<file path="src/rtl/mac_feeder.sv">
// Sequencer feeding a 3-tap signed MAC: clears it, loads three weights and N
// features from synchronous-read memories, and registers each valid MAC sum.
module mac_feeder #(
  parameter int DATA_BIT = 16,
  parameter int ADDR_W   = 8
) (
  input  logic                      clk,
  input  logic                      rst,
  input  logic                      start,
  input  logic [ADDR_W-1:0]         len,
  output logic                      w_rd,
  output logic [ADDR_W-1:0]         w_addr,
  input  logic [DATA_BIT-1:0]       w_rdata,
  output logic                      f_rd,
  output logic [ADDR_W-1:0]         f_addr,
  input  logic [DATA_BIT-1:0]       f_rdata,
  output logic                      mac_clear,
  output logic                      mac_w_w,
  output logic [DATA_BIT-1:0]       mac_w_in,
  output logic                      mac_if_w,
  output logic [DATA_BIT-1:0]       mac_if_in,
  input  logic [2*DATA_BIT+1:0]     mac_out,
  output logic                      res_valid,
  output logic [2*DATA_BIT+1:0]     res_data,
  output logic [ADDR_W-1:0]         res_idx,
  output logic                      busy,
  output logic                      done
);

  localparam logic [ADDR_W-1:0] MIN_LEN = ADDR_W'(3);
  localparam logic [ADDR_W-1:0] LAST_W  = ADDR_W'(2);

  typedef enum logic [2:0] {IDLE, CLR, LDW, LDF, FLUSH, DONE} state_t;

  state_t              state, state_nx;
  logic [ADDR_W-1:0]   len_r;
  logic [ADDR_W-1:0]   fw_cnt;
  logic [ADDR_W-1:0]   cap_idx;
  logic                cap;
  logic [1:0]          fl_cnt;
  logic [DATA_BIT-1:0] w_hold, f_hold;

  always_comb begin
    state_nx = state;
    case (state)
      IDLE:    if (start && (len >= MIN_LEN)) state_nx = CLR;
      CLR:     state_nx = LDW;
      LDW:     if (w_addr == LAST_W) state_nx = LDF;
      LDF:     if (f_addr == len_r - ADDR_W'(1)) state_nx = FLUSH;
      FLUSH:   if (fl_cnt == 2'd2) state_nx = DONE;
      DONE:    state_nx = IDLE;
      default: state_nx = IDLE;
    endcase
  end

  assign mac_clear = (state == CLR);
  assign w_rd      = (state == LDW);
  assign f_rd      = (state == LDF);
  assign done      = (state == DONE);
  assign busy      = (state == CLR) || (state == LDW) || (state == LDF) || (state == FLUSH);

  // Memory data passes straight through on the write cycle; the hold register
  // keeps the last value on the port otherwise and gives a clean reset value.
  assign mac_w_in  = mac_w_w  ? w_rdata : w_hold;
  assign mac_if_in = mac_if_w ? f_rdata : f_hold;

  always_ff @(posedge clk or posedge rst) begin
    if (rst) begin
      state     <= IDLE;
      len_r     <= '0;
      w_addr    <= '0;
      f_addr    <= '0;
      fw_cnt    <= '0;
      fl_cnt    <= '0;
      mac_w_w   <= 1'b0;
      mac_if_w  <= 1'b0;
      w_hold    <= '0;
      f_hold    <= '0;
      cap       <= 1'b0;
      cap_idx   <= '0;
      res_valid <= 1'b0;
      res_data  <= '0;
      res_idx   <= '0;
    end else begin
      state <= state_nx;
      if (state == IDLE && start && (len >= MIN_LEN)) len_r <= len;

      mac_w_w  <= w_rd;
      mac_if_w <= f_rd;
      if (mac_w_w)  w_hold <= w_rdata;
      if (mac_if_w) begin
        f_hold <= f_rdata;
        fw_cnt <= fw_cnt + ADDR_W'(1);
      end

      case (state)
        CLR: begin
          w_addr <= '0;
          f_addr <= '0;
          fw_cnt <= '0;
          fl_cnt <= '0;
        end
        LDW:   if (w_addr != LAST_W) w_addr <= w_addr + ADDR_W'(1);
        LDF:   if (f_addr != len_r - ADDR_W'(1)) f_addr <= f_addr + ADDR_W'(1);
        FLUSH: fl_cnt <= fl_cnt + 2'd1;
        default: ;
      endcase

      // Writing feature k>=2 makes mac_out valid next cycle; capture at its end.
      cap     <= mac_if_w && (fw_cnt >= LAST_W);
      cap_idx <= fw_cnt - LAST_W;

      res_valid <= cap;
      if (cap) begin
        res_data <= mac_out;
        res_idx  <= cap_idx;
      end
    end
  end

endmodule
</file>
<file path="config.mk">
export PLATFORM = sky130hd
export DESIGN_NAME = mac_feeder
export DESIGN_NICKNAME = d
export VERILOG_FILES = /design/src/rtl/mac_feeder.sv
export SDC_FILE = /design/constraint.sdc
export NUM_CORES = 1
export LEC_CHECK = 0
export CORE_ASPECT_RATIO = 2
export CORE_MARGIN = 8
export CORE_UTILIZATION = 30
export CTS_CLUSTER_SIZE = 10
export DETAILED_ROUTE_END_ITERATION = 16
export PLACE_DENSITY = 0.63
export SLEW_MARGIN = 10
export SYNTH_ARGS = -nofsm -noshare
export SYNTH_HDL_FRONTEND = slang
export SYNTH_SLANG_ARGS = --single-unit
export TNS_END_PERCENT = 100
</file>
<file path="constraint.sdc">
create_clock -name clk -period 5.23 [get_ports clk]
set_clock_uncertainty 0.15 [all_clocks]
set_input_delay 1.046 -clock clk [delete_from_list [all_inputs] [get_ports clk]]
set_output_delay 1.046 -clock clk [all_outputs]
set_load 0.005 [all_outputs]
</file>
== After elaboration in Yosys (flattened, before gate mapping) ==
Cells that the tools add are included.
Cells by class
  add/subtract/negate cells: 6
  equal/unequal tests: 16
  muxes and demuxes: 14
  $lt $le $gt $ge: 2
  reduce and logical (&&, ||, !) cells: 15
Operators with widths (number)
  $mux W16: 2
  $mux W8: 4
  $pmux W8 S2: 2
  $add A8 B1 Y8 const B: 3
  $ge A8 B2 Y1 const B: 2
  $pmux W3 S5: 1
  $mux W3: 4
  $eq A8 B2 Y1 const B: 1
  $eq A8 B8 Y1: 1
  $ne A2 B1 Y1 const B: 4
  $ne A8 B2 Y1 const B: 1
  $ne A8 B8 Y1: 1
  $reduce_bool A2 Y1: 4
  $sub A8 B1 Y8 const B: 1
  $sub A8 B2 Y8 const B: 1
  $eq A3 B2 Y1 const B: 2
  $eq A3 B3 Y1 const B: 2
  $logic_and A1 B1 Y1: 4
  $ne A2 B2 Y1 const B: 2
  $pmux W2 S2: 1
  $reduce_and A2 Y1: 2
  $reduce_and A4 Y1: 1
  $eq A3 B1 Y1 const B: 1
  $logic_not A3 Y1: 1
  other kinds (3): 5
Storage, ports and cells
  input bits: 77
  flip-flop bits (word level): 123

== Logic depth before layout (Yosys ltp) ==
Gate-level depths: netlist of the first run.
  depth in word-level cells: 4
  gate-level depth with buffers: 9
  gate-level depth less buffers: 9

== Least setup slack after synthesis of the first run ==
No wires, ideal clock.
  kind: register to register
  start point: reg len_r[0]
  end point: reg f_addr[7]
  arrival time: 2.374 ns
  required time: 5.002 ns
  library setup time: 0.078 ns
  slack: 2.628 ns
  path buffers: 0
  clock period less this slack: 2.602 ns
  cell stages (with the launch flop): 10
  path through: dfrtp_1 inv_1 ha_1 or2b_1 nor2b_1 o2111ai_2 a311oi_1 a2111o_1 or4_1 a21oi_1
Between the ends
  longest elaborated chain between the ends: 4
RTL lines
  from (decl): RTL line 36  | logic [ADDR_W-1:0] len_r;
  from (signal assigned): RTL line 86  | if (state == IDLE && start && (len >= MIN_LEN)) len_r <= len;
  $sub A8 B1 Y8: RTL line 104  | LDF: if (f_addr != len_r - ADDR_W'(1)) f_addr <= f_addr + ADDR_W'(1);
  $ne A8 B8 Y1: RTL line 104
  $ne A2 B1 Y1 (no line)
  $reduce_and A2 Y1 (no line)
  to (signal assigned): RTL line 104
  to (decl): RTL line 15  | output logic [ADDR_W-1:0] f_addr,
Every way passes these cells.
A chain may end at the register's enable or synchronous reset.

== Worst setup path in the final report of the first run ==
  start point: reg mac_if_w
  end point: out mac_if_in[13]
Between the ends
  longest elaborated chain between the ends: 1
RTL lines
  from (decl): RTL line 20  | output logic mac_if_w,
  from (signal assigned): RTL line 89  | mac_if_w <= f_rd;
  $mux W16: RTL line 65  | assign mac_if_in = mac_if_w ? f_rdata : f_hold;
  to (decl): RTL line 21  | output logic [DATA_BIT-1:0] mac_if_in,
Every way passes these cells.

==> impl_metrics.tcl, run 1 <==
set metrics [dict create \
    status "complete, no violations" \
    place_congestion 0.797 \
    drive_gt1_frac 0.211 \
    clk_pin_slew_ps 60 \
    min_path_cells 1 \
    cts_hold_buf 0 \
    synth_fp_nets 488 \
    drc 0 \
    p_per_area_mw_per_mm2 312 \
    antenna_found_initial 0 \
    fin_nets 669 \
    end_kind "output port" \
    rr_worst_depth 9 \
    grt_use_total 0.135 \
    setup_violations 0 \
    worst-slew-pin-transition_ps 942 \
    cts.sinks 123 \
    synth_area_mm2 0.00523 \
    worstPathMaxFanout 13 \
    netlist_top_cells_count "dfrtp_1, mux2_2, nor2_1, nand2_1, inv_1" \
    routed_wl_mm 14.4 \
    cts_resized 0 \
    grt_pass1_wl_mm 22.8 \
    worst_slack_ps 1750 \
    vdd.ir_drop.worst_mv 0.202 \
    synth_seq_cells 123 \
    numCtsBuffers 17 \
    fmax_mhz 287 \
    synth_area_leaders "dfrtp_1, mux2_2, xor2_1, xnor2_1, ha_1" \
    std_cell_rows 68 \
    grt_setup_unrepaired "no" \
    critPathArrivalTime_ps 2280 \
    synth_cell_types 44 \
    start_kind "flip-flop" \
    finalHoldViolations 0 \
    grt_max_degree 66 \
    io_buffers 174 \
    drtPass1Iterations 4 \
    ant_nets 0 \
    wl_per_cell_um 17.9 \
    period_minus_slack_ps 3480 \
    grt_pass1_vias 4220 \
    clk_latency_ps 410 \
    yosysTopAreaCellShare 0.589 \
    io_pins 175 \
    via_count 3808 \
    ys_seq_area_frac 0.589 \
    initial_core_util 0.304 \
    yosys.cell_count.top_type "dfrtp_1" \
    diodes 0 \
    die_x_um 109 \
    htreeDepth 4 \
    yosysTopAreaCell "dfrtp_1" \
    initialDrtViolationCount 115 \
    finalSetupTns_ps 0 \
    areaGrowthSynthToFinish_pct 50.5 \
    vias_per_cell 4.72 \
    grt_overflow 0 \
    cts_tree "yes" \
    power.leakage_nw 3.37 \
    synth_enable_flop_cells 0 \
    ys_warn_count 0 \
    die_h_um 203 \
    synth_cells 402 \
    finalMaxSlewViolations 0 \
    syn_area_per_cell_um2 13.0 \
    worstPathRequired_ps 4030 \
    cts.root.buffer_cell "clkbuf_16" \
    rrSetupSlack_ps 2370 \
    period_share 0.665 \
    hp-class "flip-flop to flip-flop" \
    clock_path_buffers 2 \
    dieArea_mm2 0.0222 \
    synth_flop_cell "dfrtp_1" \
    cts_setup_buffers 0 \
    coreArea_mm2 0.0172 \
    hpwl_mm 10.9 \
    place_ws_ps 1810 \
    slew_headroom 0.372 \
    synth-async-reset-ratio 1.00 \
    maxCapViolations 0 \
    critical_path_class "flip-flop to output port" \
]
-- routing by layer --
| layer | share of wire | global-route usage | up-vias |
|---|---|---|---|
| li1 | - | - | 1766 |
| met1 | 0.33 | 0.122 | 1893 |
| met2 | 0.59 | 0.259 | 124 |
| met3 | 0.055 | 0.0378 | 25 |
| met4 | 0.027 | 0.0602 | 0 |
| met5 | 0 | 0 | - |
-- flip-flops by register name, summed over array words and instances (netlist names) --
name,cells
cap_idx,8
state,3
f_hold,16
fl_cnt,2
w_addr,8
mac_w_w,1
res_valid,1
len_r,8
mac_if_w,1
w_hold,16
f_addr,8
res_data,34
cap,1
fw_cnt,8
res_idx,8
-- cell families (layout without fill, tap and decap cells) --
logic type | count (synthesis) | count (layout) | share of synthesized area
AND/OR/NAND/NOR | 87 | 87 | 0.0837
AO/OA/AOI/OAI | 35 | 35 | 0.0476
flip-flops | 123 | 123 | 0.589
multiplexers | 87 | 87 | 0.187
adder cells (fa/ha/maj) | 9 | 9 | 0.0215
XOR/XNOR | 29 | 29 | 0.0486
buffers and inverters | 32 | 226 | 0.0234
-- per-stage QoR --
| stage | power, mW | hold WS (ps) | util | std cells | instance area (um2) |
|---|---|---|---|---|---|
| after floorplan | 1.05 | 202 | - | 402 | 5230 |
| after global placement | 1.17 | 309 | 0.420 | 774 | 7210 |
| after detailed placement | 1.18 | 316 | 0.420 | 774 | 7210 |
| after CTS | 2.50 | 330 | 0.458 | 806 | 7870 |
| after global routing | 2.56 | 330 | 0.458 | 806 | 7870 |
| final | 2.46 | 327 | 0.458 | 806 | 7870 |
-- cell usage in the layout, fill, tap and decap left out, types with 10 or more instances in the layout --
master and count:
inv_1 16, nand3_1 10, mux2_2 84, dfrtp_1 122, nor2_1 24, clkdlybuf4s50_1 174
xnor2_1 13, nand2_1 18, clkbuf_16 17, xor2_1 16
-- critical path, stage by stage (launching register included) --
cell and delay, ps:
dfrtp_1 720, buf_4 310, mux2_2 370, clkdlybuf4s50_1 460
-- where the power goes --
part           internal (mW)  switching, mW  total [mW]
clock                  0.860          0.442        1.30
combinational          0.113         0.0538       0.167
sequential             0.978        0.00968       0.988
-- layout make-up --
cell class	instances	area, um2
clock inverters	14	219
well taps	210	263
repair buffers	177	1780
fillers	1569	9310
multi-input cells	247	2030
clock buffers	18	439
flip-flops and latches	123	3080
inverters	17	66.3
-- worst paths after layout --
check,start,end
max in group asynchronous,rst,w_hold[13]
hold / removal,cap_idx[2],res_idx[2]
setup reg to reg,len_r[0],f_addr[1]
setup / recovery,mac_if_w,mac_if_in[13]
hold reg to reg,cap_idx[2],res_idx[2]
min in group asynchronous,rst,res_data[20]
Note: power is estimated with default switching activity, not from simulation.
==> inputs of run 2 (changes only) <==
PLACE_DENSITY = 0.66   (was 0.63)
clock period = 3.15 ns   (was 5.23 ns; I/O delays follow)
==> impl_metrics.tcl, run 2 (synthesized netlist as in run 1, its figures left out) <==
set metrics [dict create \
    status "complete, no violations" \
    top_register "res_data" \
    start_kind "flip-flop" \
    io_buffers 174 \
    period_share 0.898 \
    initialDrtViolationCount 88 \
    min_path_cells 1 \
    via_count 3856 \
    cts_tree "yes" \
    crit_slowest_cell "clkdlybuf4s50_1" \
    ff_latch_area_mm2 0.00308 \
    cts.sinks 123 \
    drc 0 \
    worst-slew-pin-transition_ps 928 \
    cts_hold_buf 0 \
    grt_pass1_vias 4156 \
    finalHoldViolations 0 \
    vias_per_cell 4.78 \
    fin_nets 670 \
    p_per_area_mw_per_mm2 501 \
    largest_reg_flops 34 \
    hp-class "flip-flop to flip-flop" \
    areaGrowthSynthToFinish_pct 49.9 \
    grt_setup_unrepaired "no" \
    fmax_mhz 354 \
    antenna_found_initial 0 \
    maxCapViolations 0 \
    critical_path_class "flip-flop to output port" \
    diodes 0 \
    grt_overflow 0 \
    whs_endpoint "res_idx[6]" \
    htreeDepth 4 \
    drtPass1Iterations 4 \
    wl_per_cell_um 17.3 \
    r2r_start "len_r[0]" \
    hold_path.startpoint "cap_idx[6]" \
    largest_registers "res_data x34, f_hold x16, w_hold x16" \
    power.leakage_nw 3.35 \
    std_cell_rows 68 \
    initial_core_util 0.304 \
    timing.rr.end "f_addr[7]" \
    worstPathMaxFanout 7 \
    grt_use_total 0.128 \
    ant_nets 0 \
    crit_top_cell "inv_1" \
    crit_chain "inv_1 > nand3_1 > inv_1 > clkdlybuf4s50_1" \
    clk_pin_slew_ps 60 \
    path_buf_inv 3 \
    power_frac_comb 0.071 \
    slew_headroom 0.381 \
    io_pins 175 \
    slowest_delay_ps 530 \
    coreArea_mm2 0.0172 \
    rrSetupSlack_ps 330 \
    p_int_mw 3.10 \
    routed_wl_mm 13.9 \
    power_switching_mw 0.822 \
    numCtsBuffers 17 \
    final_util 0.456 \
    clkPwrFrac 0.512 \
    drive_gt1_frac 0.213 \
    finalMaxSlewViolations 0 \
    period_minus_slack_ps 2830 \
    cts.root.buffer_cell "clkbuf_16" \
    die_x_um 109 \
    cpLargestDelayFamily "buffers and inverters" \
    mostFrequentLayoutCell "clkdlybuf4s50_1" \
    swShare 0.209 \
    setup_violations 0 \
    dieArea_mm2 0.0222 \
    final_cell_mix "clkdlybuf4s50_1, dfrtp_1, mux2_2" \
    critPathArrivalTime_ps 2050 \
    rr_worst_depth 9 \
    worstPathRequired_ps 2370 \
    cts_setup_buffers 0 \
    finalSetupTns_ps 0 \
    clock_path_buffers 2 \
    cts_resized 0 \
    vdd.ir_drop.worst_mv 0.361 \
    grt_max_degree 124 \
    multi_input_area_mm2 0.00203 \
    die_h_um 203 \
    power_frac_seq 0.418 \
    nFillCells 1554 \
    place_congestion 0.790 \
    hpwl_mm 10.4 \
    grt_pass1_wl_mm 21.9 \
    end_kind "output port" \
    clk_latency_ps 410 \
]
==> run 2: cell types whose count changed in the layout (fill, tap and decap cells not counted) <==
cell	delta
clkinv_4	-2
clkinv_2	+1
clkbuf_8	+1
inv_6	+2
buf_4	+1
inv_4	-1
clkinvlp_4	+1
bufinv_16	-2
==> run 2: cell type report <==
cell class | instances | share of cell area
clock inverter | 13 | 0.0209
inverter | 17 | 0.00862
clock buffer | 19 | 0.0578
multi-input combinational | 247 | 0.259
sequential | 123 | 0.393
timing repair buffer | 178 | 0.228
tap | 210 | 0.0335
==> run 2: worst reg2reg max path: cells and delay by family (launching register included) <==
kind | cells | cell delay [ps]
fa+ha+maj | 1 | 280
buf+inv | 1 | 70
compound gates | 4 | 910
simple gates | 3 | 880
flops | 1 | 450
==> run 2: per-layer routing <==
layer | vias up | wire length [um] | GRT usage
met3 | 25 | 856 | 0.0333
li1 | 1770 | - | -
met2 | 141 | 7930 | 0.239
met1 | 1920 | 4680 | 0.119
met4 | 0 | 453 | 0.0690
met5 | - | 0 | 0
==> run 2: worst max-delay path by stage <==
stage                   from        end  cells after the start
floorplan           len_r[0]  f_addr[7]                      9
global placement    len_r[0]  f_addr[1]                      9
detailed placement  len_r[0]  f_addr[7]                      9
CTS                 state[2]       w_rd                      4
global route        len_r[0]  f_addr[7]                      9
finish              state[2]       f_rd                      4
==> run 2: power by group through the flow <==
stage / Sequential, mW / Combinational (mW) / Clock (mW)
5_1_grt: 1.64 / 0.299 / 2.15
3_5_place_dp: 1.67 / 0.283 / 0
6_report: 1.64 / 0.277 / 2.01
3_3_place_gp: 1.67 / 0.278 / 0
4_1_cts: 1.64 / 0.285 / 2.09
2_1_floorplan: 1.67 / 0.0714 / 0
==> run 2: per-stage QoR <==
stage / cell area (um2) / total power [mW] / setup slack [ps] / hold slack (ps) / cells
floorplan: 5230 / 1.74 / 548 / 202 / 402
global placement: 7220 / 1.94 / 426 / 307 / 775
detailed placement: 7220 / 1.95 / 337 / 316 / 775
CTS: 7840 / 4.01 / 318 / 328 / 807
global route: 7840 / 4.09 / 171 / 339 / 807
finish: 7840 / 3.92 / 322 / 328 / 807
==> inputs of run 3 (changes only) <==
PLACE_DENSITY = 0.63   (was 0.66)
RECOVER_POWER = 100   (was not set)
clock period = 3.51 ns   (was 3.15 ns; I/O delays follow)
==> impl_metrics.tcl, run 3 (synthesized netlist as in run 1, its figures left out) <==
set metrics [dict create \
    start_kind "flip-flop" \
    cts.sinks 123 \
    period_share 0.872 \
    vias_per_cell 4.73 \
    routed_wl_mm 14.1 \
    crit_chain "mux2_2 > dlygate4sd3_1" \
    layoutNonFillerInstCount 808 \
    largest_reg_flops 34 \
    grt_pass1_vias 4252 \
    io_pins 175 \
    grt_overflow 0 \
    largest_registers "res_data x34, f_hold x16, w_hold x16" \
    initialDrtViolationCount 92 \
    areaGrowthSynthToFinish_pct 49.4 \
    diodes 0 \
    cts_resized 0 \
    numCtsBuffers 17 \
    grt_setup_unrepaired "no" \
    die_x_um 109 \
    crit_slowest_cell "dfrtp_1" \
    whs_endpoint "res_idx[2]" \
    vdd.ir_drop.worst_mv 0.312 \
    min_path_cells 1 \
    maxCapViolations 2 \
    hold_path.startpoint "cap_idx[2]" \
    dp_cells 776 \
    grt_pass1_wl_mm 22.7 \
    grt_use_total 0.133 \
    rrSetupSlack_ps 650 \
    worst-slew-pin-transition_ps 1730 \
    finish.instance_area_mm2 0.00781 \
    status "complete, but fails checks" \
    worstPathMaxFanout 17 \
    mostFrequentLayoutCell "dfrtp_1" \
    r2r_start "len_r[0]" \
    power.leakage_nw 3.38 \
    rr_worst_depth 9 \
    clk_pin_slew_ps 60 \
    htreeDepth 4 \
    die_h_um 203 \
    finalHoldViolations 0 \
    clock_path_buffers 2 \
    dieArea_mm2 0.0222 \
    fmax_mhz 327 \
    drive_gt1_frac 0.174 \
    ant_nets 0 \
    std_cell_rows 68 \
    place_congestion 0.798 \
    final_cell_mix "dfrtp_1, dlygate4sd3_1, clkdlybuf4s50_1" \
    cts.root.buffer_cell "clkbuf_16" \
    period_minus_slack_ps 3060 \
    io_buffers 174 \
    finalMaxSlewViolations 81 \
    cts_hold_buf 0 \
    initial_core_util 0.304 \
    worstPathRequired_ps 2660 \
    cts_setup_buffers 0 \
    via_count 3825 \
    top_register "res_data" \
    grt_max_degree 44 \
    violations "capacitance limit, slew limit" \
    critical_path_class "flip-flop to output port" \
    finalSetupTns_ps 0 \
    critPathArrivalTime_ps 2210 \
    setup_violations 0 \
    drtPass1Iterations 4 \
    slowest_delay_ps 790 \
    slew_headroom -0.161 \
    fin_nets 671 \
    hp-class "flip-flop to flip-flop" \
    placement.cell_area_mm2 0.00724 \
    drc 0 \
    end_kind "output port" \
    coreArea_mm2 0.0172 \
    p_per_area_mw_per_mm2 440 \
    hpwl_mm 10.9 \
    wl_per_cell_um 17.4 \
    clk_latency_ps 410 \
    timing.rr.end "f_addr[7]" \
    cts_tree "yes" \
    antenna_found_initial 0 \
]
[run 3: cell count changes in the layout (fill, tap and decap cells not counted), sizes merged]
cell and delta:
buf -2, bufinv -1, clkbuf +4, clkdlybuf4s50 -100, clkinv -2, clkinvlp +4
dlygate4sd3 +100, inv -2
[run 3: how the worst max path moves through the flow]
| stage | start | end |
|---|---|---|
| global placement | w_rdata[0] | mac_w_in[0] |
| detailed placement | len_r[0] | f_addr[7] |
| global route | rst | len_r[5] |
| CTS | mac_w_w | mac_w_in[0] |
| floorplan | len_r[0] | f_addr[7] |
| finish | mac_w_w | mac_w_in[14] |
[run 3: worst max-delay path, delay by kind of cell (launching register included)]
kind,cells,cell delay [ps]
buf+inv,1,590
mux,1,420
flops,1,790
[run 3: cell type report]
cell class | instances | area [um2]
clock buffer | 20 | 457
clock inverter | 12 | 140
fill | 1586 | 9370
inverter | 17 | 65.1
multi-input combinational | 247 | 2030
sequential | 123 | 3080
tap | 210 | 263
timing repair buffer | 179 | 1780
[run 3: power breakdown]
group / leakage (nW) / total (mW) / internal, mW / switching [mW]
registers: 1.48 / 1.47 / 1.46 / 0.0126
logic: 1.64 / 0.231 / 0.151 / 0.0794
clock network: 0.271 / 1.74 / 1.09 / 0.653
total: 3.38 / 3.44 / 2.70 / 0.745
[run 3: routing by layer]
metal | vias to the layer above | wire length, um | GRT usage
met1 | 1919 | 4730 | 0.124
met5 | - | 0 | 0
met2 | 114 | 8280 | 0.254
li1 | 1773 | - | -
met4 | 0 | 313 | 0.0593
met3 | 19 | 760 | 0.0327
[run 3: stage by stage]
step / util / hold WS (ps) / power (mW) / setup WS, ps
after global placement: 0.421 / 309 / 1.75 / 767
after global routing: 0.455 / 345 / 3.59 / 303
after CTS: 0.456 / 326 / 3.53 / 520
final: 0.455 / 325 / 3.44 / 448
after floorplan: - / 202 / 1.56 / 908
after detailed placement: 0.421 / 316 / 1.76 / 695
